--- config.mk ---
export PLATFORM = sky130hd
export DESIGN_NAME = rr_mux_nx1
export DESIGN_NICKNAME = d
export VERILOG_FILES = /design/src/rtl/rr_mux_nx1.sv
export SDC_FILE = /design/constraint.sdc
export NUM_CORES = 1
export LEC_CHECK = 0
export CORE_MARGIN = 10
export CORE_UTILIZATION = 38
export CTS_CLUSTER_SIZE = 24
export DETAILED_ROUTE_END_ITERATION = 8
export GPL_ROUTABILITY_DRIVEN = 0
export PLACE_DENSITY = 0.91
export SKIP_LAST_GASP = 1
export SLEW_MARGIN = 25
export SYNTH_ARGS = -nofsm -noshare
export SYNTH_HDL_FRONTEND = slang
export SYNTH_SLANG_ARGS = --single-unit
--- constraint.sdc ---
create_clock -name clk -period 2.55 [get_ports clk]
set_input_delay 0.3825 -clock clk [delete_from_list [all_inputs] [get_ports clk]]
set_output_delay 0.3825 -clock clk [all_outputs]
set_load 0.01 [all_outputs]
--- src/rtl/rr_mux_nx1.sv ---
// N-channel round-robin multiplexer with valid/ready handshake and a registered output stage.
// PKT_MODE=1 keeps the grant on one channel until its in_last beat has transferred.
module rr_mux_nx1 #(
    parameter int unsigned  N        = 4,
    parameter int unsigned  W        = 8,
    parameter int unsigned  PKT_MODE = 0,
    localparam int unsigned SELW     = $clog2(N)
) (
    input  logic            clk,
    input  logic            rst,
    input  logic [N-1:0]    in_valid,
    input  logic [N*W-1:0]  in_data,
    input  logic [N-1:0]    in_last,
    output logic [N-1:0]    in_ready,
    output logic            out_valid,
    output logic [W-1:0]    out_data,
    output logic            out_last,
    output logic [SELW-1:0] out_sel,
    input  logic            out_ready
);

    typedef enum logic {
        ST_ARB,
        ST_LOCK
    } state_t;

    state_t          r_state;
    logic [SELW-1:0] r_ptr;
    logic [SELW-1:0] r_lock_ch;

    logic            w_load;
    logic            w_xfer;
    logic            w_gnt_vld;
    logic [SELW-1:0] w_gnt;
    logic [SELW:0]   w_cand;
    logic [W-1:0]    w_gnt_data;
    logic            w_gnt_last;

    assign w_load = !out_valid || out_ready;
    assign w_xfer = w_load && w_gnt_vld;

    // Scan ptr, ptr+1, ... with explicit wrap so non-power-of-2 N never indexes past N-1.
    always_comb begin
        w_gnt_vld = 1'b0;
        w_gnt     = '0;
        w_cand    = '0;
        if (r_state == ST_LOCK) begin
            w_gnt_vld = in_valid[r_lock_ch];
            w_gnt     = r_lock_ch;
        end else begin
            for (int unsigned i = 0; i < N; i++) begin
                w_cand = {1'b0, r_ptr} + (SELW+1)'(i);
                if (w_cand >= (SELW+1)'(N)) begin
                    w_cand = w_cand - (SELW+1)'(N);
                end
                if (!w_gnt_vld && in_valid[w_cand[SELW-1:0]]) begin
                    w_gnt_vld = 1'b1;
                    w_gnt     = w_cand[SELW-1:0];
                end
            end
        end
    end

    always_comb begin
        w_gnt_data = '0;
        w_gnt_last = 1'b0;
        in_ready   = '0;
        for (int unsigned i = 0; i < N; i++) begin
            if (w_gnt == SELW'(i)) begin
                w_gnt_data  = in_data[i*W +: W];
                w_gnt_last  = in_last[i];
                in_ready[i] = w_xfer;
            end
        end
    end

    always_ff @(posedge clk or posedge rst) begin
        if (rst) begin
            out_valid <= 1'b0;
            out_data  <= '0;
            out_last  <= 1'b0;
            out_sel   <= '0;
            r_ptr     <= '0;
            r_state   <= ST_ARB;
            r_lock_ch <= '0;
        end else begin
            if (w_load) begin
                out_valid <= w_xfer;
                if (w_xfer) begin
                    out_data <= w_gnt_data;
                    out_last <= w_gnt_last;
                    out_sel  <= w_gnt;
                end
            end
            if (w_xfer) begin
                r_ptr <= (w_gnt == SELW'(N-1)) ? '0 : w_gnt + 1'b1;
                if (PKT_MODE != 0) begin
                    r_state   <= w_gnt_last ? ST_ARB : ST_LOCK;
                    r_lock_ch <= w_gnt;
                end
            end
        end
    end

endmodule

# == Yosys cells after proc, flatten, opt, wreduce, memory -nomap -nowiden ==
# Index checks and enable logic that the tools add are counted.
# word_totals
regBits,14
inputBits,43
out_inout_bits,16
wordCells,80
# classes
add_sub_neg,8
magnitude_cmp,9
n_eq_ne,3
n_mux,44
reduce_logical,11
# ops
operator,n
$mux W8,4
$mux W2,14
$mux W1,21
$lt A2 B3 Y1 const B,5
$bmux W1 S2,5
$ge A3 B3 Y1 const B,3
$sub A2 B1 Y2 const B,4
$add A2 B2 Y3 const B,2
$eq A2 B2 Y1 const B,2
$logic_and A1 B1 Y1,4
$logic_not A1 Y1,4
$add A2 B1 Y3 const B,1
$ge A2 B3 Y1 const B,1
$add A2 B1 Y2 const B,1
$eq A2 B1 Y1 const B,1
$logic_not A2 Y1,1
$reduce_and A2 Y1,1
$logic_or A1 B1 Y1,1

# == Longest topological paths before layout ==
# logic_depth
ltp_word,24
mapped_depth,8
depth_no_buf,7

# == Worst setup path before layout ==
# Ideal clock, no wire load.
# synth_timing
kind,flip-flop to output port
startpoint,register r_ptr[1]
endpoint,output port in_ready[3]
t_arrival_ps,1828
required_time_ps,2168
setup_slack_ps,339
stages_incl_launch_ff,8
n_path_buf,2
cell_sequence,dfrtp_1 > mux2i_1 > nor2_1 > nor3_1 > ha_1 > clkbuf_1 > clkbuf_1 > and3_1
# synth_via
elab_chain_len,21
word_cells_on_any_way,49
cone_classes,add/sub: 7; order compare: 4; eq/ne: 1; mux: 30; reduce/logical: 7
# synth_lines
element,line,rtl
from (decl),28,logic [SELW-1:0] r_ptr;
from (signal assigned),96,r_ptr <= (w_gnt == SELW'(N-1)) ? '0 : w_gnt + 1'b1;
$ge A2 B3 Y1 or $sub A2 B1 Y2 (tied branches),"53, 54",
$mux W2,53,if (w_cand >= (SELW+1)'(N)) begin
$mux W2,47,if (r_state == ST_LOCK) begin
$bmux W1 S2,56,if (!w_gnt_vld && in_valid[w_cand[SELW-1:0]]) begin
$mux W1 (not written as such),56,
$mux W1,56,
$mux W1,47,
$logic_not A1 Y1,56,
[... 6 more ...],--,
$mux W1,47,
$logic_not A1 Y1,56,
$logic_and A1 B1 Y1,56,
$mux W2 (*),56,
$mux W2 (*),47,
net w_gnt[0],34,logic [SELW-1:0] w_gnt;
$eq A2 B2 Y1 (*),69,if (w_gnt == SELW'(i)) begin
$mux W1 (*),69,
to (decl),14,"output logic [N-1:0] in_ready,"
# Mark *: on every way through the listed nets, which the timed path passes. The rest lies on a longest branch. The select of a mux whose other input is x is not followed.

# == Final worst setup path ==
# layout_timing
startpoint,input port in_valid[1]
endpoint,output port in_ready[2]
# layout_via
elab_chain_len,18
word_cells_on_any_way,32
cone_classes,eq/ne: 1; mux: 24; reduce/logical: 7
# layout_lines
element,line,rtl
from (decl),11,"input logic [N-1:0] in_valid,"
$bmux W1 S2,56,
$mux W1 (not written as such),56,
$mux W1,56,
$mux W1,47,
$logic_not A1 Y1,56,
$logic_and A1 B1 Y1,56,
$mux W1,56,
$mux W1,47,
[... 2 more ...],--,
$mux W1,56,
$mux W1,47,
$logic_not A1 Y1,56,
$logic_and A1 B1 Y1,56,
$mux W2 or $mux W1 (tied branches),56,
$mux W2 or $mux W1 (tied branches),47,
$eq A2 B2 Y1 or $logic_and A1 B1 Y1 (tied branches),"69, 40",
$mux W1 (*),69,
# Mark *: on every way between the ends. The rest lies on a longest branch, timed or not. The select of a mux whose other input is x is not followed.

==> results_dict.tcl <==
set metrics [dict create \
    outcome "finished clean" \
    design.die.area_sq_um 5270 \
    synthDistinctLibCells 30 \
    syn_inst 123 \
    syn-cell-area_sq_um 1050 \
    ys_ff_latch 14 \
    count_of_input_and_output_buffers 58 \
    maxCapViolCount 0 \
    gr-total-overflow 0 \
    design.final.nets 241 \
    grt_max_degree 19 \
    ys_dominant_reg_cell "dfrtp_1" \
    average_routed_wire_per_standard_cell_microns 17.4 \
    die-width_microns 72.6 \
    post_synthesis_to_final_layout_area_growth_pct 73.0 \
    insertion_delay_ps 290 \
    vias_per_cell 5.60 \
    antenna-diode-count 0 \
    path_delay_family "buffers and inverters" \
    clock-sinks 14 \
    totalWireLength_microns 3890 \
    edff_count_synth 0 \
    fin_hold_ws_ps 427 \
    fmaxAchievable_mhz 401 \
    seq_area_frac_synth 0.333 \
    num_vias 1254 \
    post_layout_nonfiller_instances 224 \
    placed_instance_count 218 \
    dr.first_iter.drc_count 79 \
    core.rowCount 19 \
    detailed_place_hpwl_microns 3160 \
    timing.final.setup_violations 0 \
    synth.avg_cell_area_sq_um 8.54 \
    chip_height_microns 72.6 \
    grt_util_all_layers 0.150 \
    power_density_normalized_to_cell_area_nw_per_um2 738 \
    cts-buffers-inserted 3 \
    clk_pin_slew_worst_paths_ps 90 \
    leakagePower_nw 0.776 \
    layout_worst_path_cycle_share 0.977 \
    crit_chain "clkdlybuf4s50_1 -> buf_4 -> a21oi_1 -> or3_4 -> ha_1 -> and3_1 -> dlygate4sd2_1" \
    grt_antenna_before_repair 0 \
    crit_path_end_kind "primary output" \
    clk_path_buf_depth 2 \
    synth.yosys.warnings 3 \
    worst-setup-path-type "in2out" \
    timing.critical_path.slowest_stage_cell "clkdlybuf4s50_1" \
    path_buf_inv 3 \
    max_slew_margin 0.528 \
    transition_time_at_the_pin_with_the_least_slew_margin_ps 706 \
    htreeDepth 1 \
    max-vdd-ir-drop_uv 566 \
    cp_data_required_time_ps 2170 \
    worst_setup_path_start_kind "primary input" \
    cp_max_fo 3 \
    hp-class "in2async" \
    crit_path_dat_ps 2110 \
    cts_root_buffer_type "clkbuf_4" \
    slowest_delay_ps 500 \
    post-route-min-period_ps 2490 \
    start_util 0.388 \
    postRouteAntennaNets 0 \
    synthesis.nets 170 \
    rsz_0062_raised_after_global_routing "no" \
    report.final.slew_viol_count 0 \
    layout_cell_share_with_drive_strength_beyond_1 0.197 \
    grt_first_pass_wirelength_microns 6440 \
    timing_hold_violations_final 0 \
    first_global_vias 1337 \
    route.detailed.drc 0 \
    fin_worst_skew_ps 0.785 \
    cts_tree "yes" \
    synth_async_sr_flop_share 1.00 \
    core-area_sq_um 2710 \
    boundaryPins 59 \
    firstDrtPassIters 4 \
]
## stage by stage
step           setup slack, ps  utilization  setup TNS (ps)  power (W)  area, sq um
2_1_floorplan              339            -               0   0.000766         1050
6_report                  58.9        0.671               0    0.00134         1820
4_1_cts                  -91.0        0.663            -110    0.00132         1800
5_1_grt                   1.57        0.671               0    0.00143         1820
3_3_place_gp              -247        0.641            -924    0.00111         1740
3_5_place_dp              -401        0.641           -3120    0.00115         1740
## routing by layer
metal	GRT usage	share of wire	vias up	routed length, microns
li1	-	-	599	-
met1	0.164	0.40	582	1550
met2	0.254	0.50	63	1940
met3	0.0476	0.080	10	310
met4	0.0759	0.021	0	80
met5	0	0	-	0
## synthesized netlist by cell type (all sizes together) (2+ instances only)
master	count	area, sq um
o21ai	3	15.0
buf	6	35.0
a31oi	9	56.3
a221o	9	90.1
inv	11	41.3
and3	4	25.0
ha	4	50.1
nand2	11	41.3
nand3b	9	67.6
nor2	4	15.0
dfrtp	14	350
nand2b	2	12.5
a21oi	20	123
clkbuf	3	11.3
nor2b	2	12.5
## registers in the layout, indices dropped and copies added (netlist names)
name and cells:
out_data 8, out_sel 2, out_last 1, r_ptr 2
out_valid 1
## layout make-up
cell class / instances / area (sq um)
clock buffer: 4 / 36.3
fill: 233 / 892
inverter: 11 / 41.3
multi-input combinational: 89 / 644
sequential: 14 / 352
tap: 31 / 38.8
timing repair buffer: 75 / 706
## cell families after synthesis
kind of cell,count (synthesis),synth area share
AO/OA/AOI/OAI,45,0.304
buffers and inverters,20,0.0833
AND/OR/NAND/NOR,38,0.212
flip-flops,14,0.333
adder cells (fa/ha/maj),4,0.0476
multiplexers,2,0.0202
## path summary, 6_finish.rpt
kind                                   from     endpoint  slack, ps  cells after the start
worst min register to register   out_sel[1]   out_sel[1]        530                      2
min in group clk                in_valid[0]    out_valid        530                      4
worst min-delay path                    rst  out_data[2]        430                      2
worst max-delay path            in_valid[1]  in_ready[2]         60                      7
max in group asynchronous               rst     r_ptr[1]       1730                      2
worst max register to register     r_ptr[0]  out_data[7]        250                      9
## placed cells by master, fill, tap and decap left out, types with 2 or more instances in the layout
master           count
a31oi_1              9
nor2_1               4
clkbuf_4             3
nand2b_1             2
a21oi_1             13
dlymetal6s2s_1       2
a21oi_2              7
a221o_1              9
nand2_1             10
nor2b_1              2
o21ai_0              3
nand3b_1             9
dfrtp_1             13
buf_4               17
ha_1                 4
and3_1               4
clkdlybuf4s50_1     51
dlygate4sd2_1        3
inv_1               10
## where the power goes
group | switching [W] | total, W | internal (W)
clock network | 0.0000811 | 0.000168 | 0.0000870
logic | 0.000371 | 0.000807 | 0.000436
registers | 0.0000620 | 0.000366 | 0.000304
## timing repair
action	4_1_cts	5_1_grt
endpoints found under the setup margin	4	12
pin swaps	1	1
setup buffers	2	0
hold buffers	0	0
resized for setup	10	9
Power figures use the tool's default switching activity.
